## src/rtl/uart_fifoed_recv.sv

```systemverilog
// 8N1 UART receiver with centre sampling, feeding
// an 8-entry show-ahead FIFO drained by the core.
module uart_fifoed_recv #(
  parameter int CLKS_PER_BIT = 868,
  parameter int FIFO_DEPTH   = 8,
  parameter int FIFO_AW      = 3
) (
  input  logic       clk_100MHz,
  input  logic       reset,
  input  logic       RX,
  input  logic       rd_en,
  output logic [7:0] dat,
  output logic       fifo_empty,
  output logic       fifo_afull,
  output logic       fifo_full,
  output logic       busy,
  output logic       frame_err,
  output logic       overrun
);

  typedef enum logic [2:0] {
    S_IDLE,
    S_START,
    S_DATA,
    S_STOP,
    S_BREAK
  } state_t;

  localparam logic [11:0] HALF = 12'(CLKS_PER_BIT / 2 - 1);
  localparam logic [11:0] FULL = 12'(CLKS_PER_BIT - 1);
  localparam logic [FIFO_AW:0] DEPTH = (FIFO_AW + 1)'(FIFO_DEPTH);
  localparam logic [FIFO_AW:0] AFULL = (FIFO_AW + 1)'(FIFO_DEPTH - 2);

  logic               r_rx_m;
  logic               r_rx_s;
  state_t             r_state;
  state_t             w_state_nx;
  logic [11:0]        r_cnt;
  logic [11:0]        w_cnt_nx;
  logic [2:0]         r_bit_idx;
  logic [2:0]         w_bit_idx_nx;
  logic [7:0]         r_shift;
  logic [7:0]         w_shift_nx;
  logic               r_push;
  logic               w_push_nx;
  logic               r_frame_err;
  logic               w_frame_err_nx;
  logic               r_overrun;
  logic [7:0]         r_mem [FIFO_DEPTH];
  logic [FIFO_AW-1:0] r_wr_ptr;
  logic [FIFO_AW-1:0] r_rd_ptr;
  logic [FIFO_AW:0]   r_count;
  logic               w_tick;
  logic               w_empty;
  logic               w_full;
  logic               w_pop;
  logic               w_wr;

  // RX is asynchronous; only r_rx_s is used downstream.
  always_ff @(posedge clk_100MHz) begin
    if (reset) begin
      r_rx_m <= 1'b1;
      r_rx_s <= 1'b1;
    end else begin
      r_rx_m <= RX;
      r_rx_s <= r_rx_m;
    end
  end

  assign w_tick = (r_cnt == 12'd0);

  always_ff @(posedge clk_100MHz) begin
    if (reset) begin
      r_state     <= S_IDLE;
      r_cnt       <= 12'd0;
      r_bit_idx   <= 3'd0;
      r_shift     <= 8'h00;
      r_push      <= 1'b0;
      r_frame_err <= 1'b0;
    end else begin
      r_state     <= w_state_nx;
      r_cnt       <= w_cnt_nx;
      r_bit_idx   <= w_bit_idx_nx;
      r_shift     <= w_shift_nx;
      r_push      <= w_push_nx;
      r_frame_err <= w_frame_err_nx;
    end
  end

  always_comb begin
    w_state_nx     = r_state;
    w_cnt_nx       = w_tick ? r_cnt : r_cnt - 12'd1;
    w_bit_idx_nx   = r_bit_idx;
    w_shift_nx     = r_shift;
    w_push_nx      = 1'b0;
    w_frame_err_nx = 1'b0;
    unique case (r_state)
      S_IDLE: begin
        if (!r_rx_s) begin
          w_state_nx = S_START;
          w_cnt_nx   = HALF;
        end
      end
      S_START: begin
        if (w_tick) begin
          if (!r_rx_s) begin
            w_state_nx   = S_DATA;
            w_cnt_nx     = FULL;
            w_bit_idx_nx = 3'd0;
          end else begin
            w_state_nx = S_IDLE;
          end
        end
      end
      S_DATA: begin
        if (w_tick) begin
          w_shift_nx   = {r_rx_s, r_shift[7:1]};
          w_bit_idx_nx = r_bit_idx + 3'd1;
          w_cnt_nx     = FULL;
          if (r_bit_idx == 3'd7) w_state_nx = S_STOP;
        end
      end
      S_STOP: begin
        if (w_tick) begin
          if (r_rx_s) begin
            w_push_nx  = 1'b1;
            w_state_nx = S_IDLE;
          end else begin
            w_frame_err_nx = 1'b1;
            w_state_nx     = S_BREAK;
          end
        end
      end
      S_BREAK: begin
        if (r_rx_s) w_state_nx = S_IDLE;
      end
      default: w_state_nx = S_IDLE;
    endcase
  end

  assign w_empty = (r_count == '0);
  assign w_full  = (r_count == DEPTH);
  assign w_pop   = rd_en & ~w_empty;
  // A pop in the push cycle frees the slot the push needs.
  assign w_wr    = r_push & (~w_full | w_pop);

  always_ff @(posedge clk_100MHz) begin
    if (reset) begin
      r_wr_ptr  <= '0;
      r_rd_ptr  <= '0;
      r_count   <= '0;
      r_overrun <= 1'b0;
    end else begin
      if (w_wr) r_wr_ptr <= r_wr_ptr + 1'b1;
      if (w_pop) r_rd_ptr <= r_rd_ptr + 1'b1;
      if (w_wr && !w_pop) r_count <= r_count + 1'b1;
      else if (!w_wr && w_pop) r_count <= r_count - 1'b1;
      r_overrun <= r_push & w_full & ~w_pop;
    end
  end

  always_ff @(posedge clk_100MHz) begin
    if (w_wr) r_mem[r_wr_ptr] <= r_shift;
  end

  assign dat        = w_empty ? 8'h00 : r_mem[r_rd_ptr];
  assign fifo_empty = w_empty;
  assign fifo_full  = w_full;
  assign fifo_afull = (r_count >= AFULL);
  assign busy       = (r_state != S_IDLE);
  assign frame_err  = r_frame_err;
  assign overrun    = r_overrun;

endmodule

```

## config.mk

```make
export PLATFORM = sky130hd
export DESIGN_NAME = uart_fifoed_recv
export DESIGN_NICKNAME = d
export VERILOG_FILES = /design/src/rtl/uart_fifoed_recv.sv
export SDC_FILE = /design/constraint.sdc
export NUM_CORES = 1
export LEC_CHECK = 0
export ABC_AREA = 0
export BUFFER_PORTS_ARGS = -buffer_cell sky130_fd_sc_hd__buf_2
export CORE_ASPECT_RATIO = 0.7
export CORE_MARGIN = 2
export CORE_UTILIZATION = 50
export CTS_BUF_LIST = sky130_fd_sc_hd__clkbuf_2 sky130_fd_sc_hd__clkbuf_4 sky130_fd_sc_hd__clkbuf_8
export DETAILED_ROUTE_END_ITERATION = 10
export PLACE_DENSITY_LB_ADDON = 0.05
export SYNTH_ARGS = -nofsm -noshare
export SYNTH_HDL_FRONTEND = slang
export SYNTH_SLANG_ARGS = --single-unit
```

## constraint.sdc

```tcl
create_clock -name clk_100MHz -period 7.56 [get_ports clk_100MHz]
set_input_delay 1.512 -clock clk_100MHz [delete_from_list [all_inputs] [get_ports clk_100MHz]]
set_output_delay 1.512 -clock clk_100MHz [all_outputs]
set_load 0.02 [all_outputs]
```

==> flow_metrics.env <==
export IMPL_run_status="complete, no violations"
export IMPL_die_area_um2=10100
export IMPL_switching_share_pct=33.8
export IMPL_synth_seq_area_share_pct=60.3
export IMPL_ys_async_sr_fraction_pct=0
export IMPL_report_power_total_mw=1.57
export IMPL_post_cts_setup_buffer_count=0
export IMPL_cp_arrival_ns=2.42
export IMPL_final_max_slew_violation_count=0
export IMPL_floorplan_core_area_um2=9030
export IMPL_synth_edf_count=64
export IMPL_cp_start_kind="flip-flop"
export IMPL_timing_worst_slew_pin_value_ns=1.10
export IMPL_gr_usage_all_layers_pct=17.9
export IMPL_reg2reg_setup_slack_ns=4.55
export IMPL_synth_most_common_cell="edfxtp_1"
export IMPL_leakage_power_of_the_design_nw=1.71
export IMPL_share_of_total_power_in_combinational_logic_pct=32.9
export IMPL_final_period_minus_worst_setup_slack_ns=3.93
export IMPL_totalWireLength_um=8500
export IMPL_initial_core_utilization_pct=51.4
export IMPL_setup_repair_after_global_routing_missed_its_margin="no"
export IMPL_cts_reportedPaths_clkPinSlew_ns=0.09
export IMPL_share_seq_of_total_power_pct=46.5
export IMPL_final_clock_skew_ns=0.00608
export IMPL_fin_crit_sh_pct=52.0
export IMPL_first_global_vias=2530
export IMPL_cp_required_ns=6.05
export IMPL_final_area_um2=5000
export IMPL_mappedNetlistNets=363
export IMPL_holdCritPathClass="reg2reg"
export IMPL_post_synth_inst_count=349
export IMPL_net_switching_power_mw=0.530
export IMPL_clock_tree_from_tritoncts="built"
export IMPL_slew_headroom_pct=26.7
export IMPL_setup_crit_path_kind="reg2out"
export IMPL_antenna_diode_count=0
export IMPL_tns_ns=0
export IMPL_syn_area_per_cell_um2=13.3
export IMPL_num_rows=29
export IMPL_finalWeightedCongestion=0.760
export IMPL_max_clock_path_buffers=2
export IMPL_netlist_top_cell_by_area="edfxtp_1"
export IMPL_grt_overflow_total=0
export IMPL_io_buffer_count=17
export IMPL_dr_pass1_iters=4
export IMPL_ffs_latches_synth=108
export IMPL_routed_wire_length_per_instance_um=17.4
export IMPL_cts_buffers_inserted=9
export IMPL_antenna_left=0
export IMPL_cts_hold_buf=0
export IMPL_cp_max_fo=16
export IMPL_grt_pass1_wl_um=13700
export IMPL_chipHeight_um=84.6
export IMPL_power_density_nw_per_um2=314
export IMPL_ios=18
export IMPL_number_of_antenna_violations_at_the_first_check_in_global_routing=0
export IMPL_root_buf_cell="clkbuf_8"
export IMPL_vias=2744
export IMPL_yosys_area_top_type_share_pct=41.4
export IMPL_kind_of_end_point_of_the_critical_path="output port"
export IMPL_dp_hpwl_um=5580
export IMPL_number_of_nets_in_the_layout=373
export IMPL_pwr_share_clk_pct=20.5
export IMPL_synth_warning_count=0
export IMPL_synth_cell_types=57
export IMPL_cts_sinks=108
export IMPL_die_x_um=119
export IMPL_cts_max_level=3
export IMPL_drive_gt1_share_pct=19.5
export IMPL_ir_drop_mv=0.172
export IMPL_achievable_freq_mhz=254
export IMPL_setup_viol_count_final=0
export IMPL_max_cap_violations=0
export IMPL_drt_initial_drc_count=214
export IMPL_main_synth_ff_type="edfxtp_1"
export IMPL_post_route_drc_count=0
export IMPL_netlist_area_um2=4640
export IMPL_timing_hold_ws_ns=0.418
export IMPL_placed_area_um2=4820
export IMPL_hold_viol_final=0
export IMPL_cts_resized_gates=0
export IMPL_route_detailed_vias_per_inst=5.62
export IMPL_clk_insertion_delay_late_ns=0.36
export IMPL_cell_types_with_the_largest_area_share_after_synthesis="edfxtp_1 (41%), dfxtp_1 (19%), mux4_2 (7.8%)"
export IMPL_area_growth_from_synthesis_to_final_layout_pct=7.62
export IMPL_power_internal_mw=1.04
export IMPL_largest_net_degree_at_the_start_of_global_routing=43
export IMPL_yosys_top_cells_count="edfxtp_1 (64), nor2_1 (45), dfxtp_1 (44), mux2i_1 (22), mux4_2 (16)"
cell families (layout without fill, tap and decap cells):
logic type / Yosys count / in the layout / synth area share [%]
AND/OR/NAND/NOR: 113 / 113 / 13.1
flip-flops: 108 / 108 / 60.3
AO/OA/AOI/OAI: 42 / 42 / 6.39
multiplexers: 40 / 40 / 13.0
buffers and inverters: 29 / 44 / 2.96
adder cells (fa/ha/maj): 10 / 10 / 2.86
XOR/XNOR: 7 / 7 / 1.32
cell usage in the layout, fill, tap and decap left out, types with 3 or more instances in the layout:
cell	count
nand2_1	7
buf_2	17
a21oi_1	8
o21ai_0	9
nor4b_1	3
mux4_2	16
or4_1	3
a31oi_1	4
nor3_1	12
nor3b_1	4
nor2b_1	5
xnor2_1	3
dfxtp_1	44
ha_1	9
buf_4	4
clkbuf_8	11
or2_2	3
clkbuf_4	3
mux2i_1	22
nand2b_1	9
or3_1	4
edfxtp_1	64
xor2_1	4
inv_1	6
nor2_1	45
nor4_1	6
path summary, 6_finish.rpt:
check	startpoint	to	depth (start not counted)
max	flip-flop	dat[5]	4
min	r_rx_m$_SDFF_PP1_	r_rx_s$_SDFF_PP1_	1
max reg2reg	r_count[0]$_SDFFE_PP0P_	r_count[3]$_SDFFE_PP0P_	9
min reg2reg	r_rx_m$_SDFF_PP1_	r_rx_s$_SDFF_PP1_	1
per-stage QoR:
step,setup WS [ns],utilization (%),cells
4_1_cts,3.53,55.3,488
5_1_grt,3.38,55.3,488
3_3_place_gp,3.94,53.3,472
6_report,3.63,55.3,488
3_5_place_dp,3.94,53.3,472
2_1_floorplan,4.28,-,349
layout make-up:
type	count	area (µm²)
inverters	7	26.3
clock inverters	2	8.76
repair buffers	21	115
clock buffers	14	174
fillers	718	4040
multi-input cells	212	1720
flip-flops and latches	108	2800
well taps	124	155
per-layer routing:
metal	vias to the layer above	GRT usage, %	part of all wire (%)
li1	1326	-	-
met1	1357	27.8	52
met2	55	24.9	43
met3	6	4.48	4.7
met4	0	4.87	0.66
met5	-	0	0
critical path, cell delays in order, from the launching register on:
cell	delay (ns)
dfxtp_1	1.05
mux4_2	0.61
mux2i_1	0.18
nor2_1	0.06
buf_2	0.15
flip-flops by register name (all words and copies together), names as in the netlist, named ones only:
signal,cells
r_cnt,12
r_shift,8
r_mem,64
frame_err,1
r_state,3
r_push,1
r_rd_ptr,3
r_bit_idx,3
overrun,1
r_wr_ptr,3
r_rx_m,1
r_rx_s,1
r_count,4
power by group through the flow:
stage | sequential, mW | combinational (mW) | clock (mW)
6_report | 0.730 | 0.517 | 0.322
5_1_grt | 0.743 | 0.569 | 0.357
4_1_cts | 0.731 | 0.519 | 0.336
3_5_place_dp | 0.744 | 0.517 | 0
3_3_place_gp | 0.744 | 0.510 | 0
2_1_floorplan | 0.704 | 0.465 | 0
(Power assumes the default switching activity.)
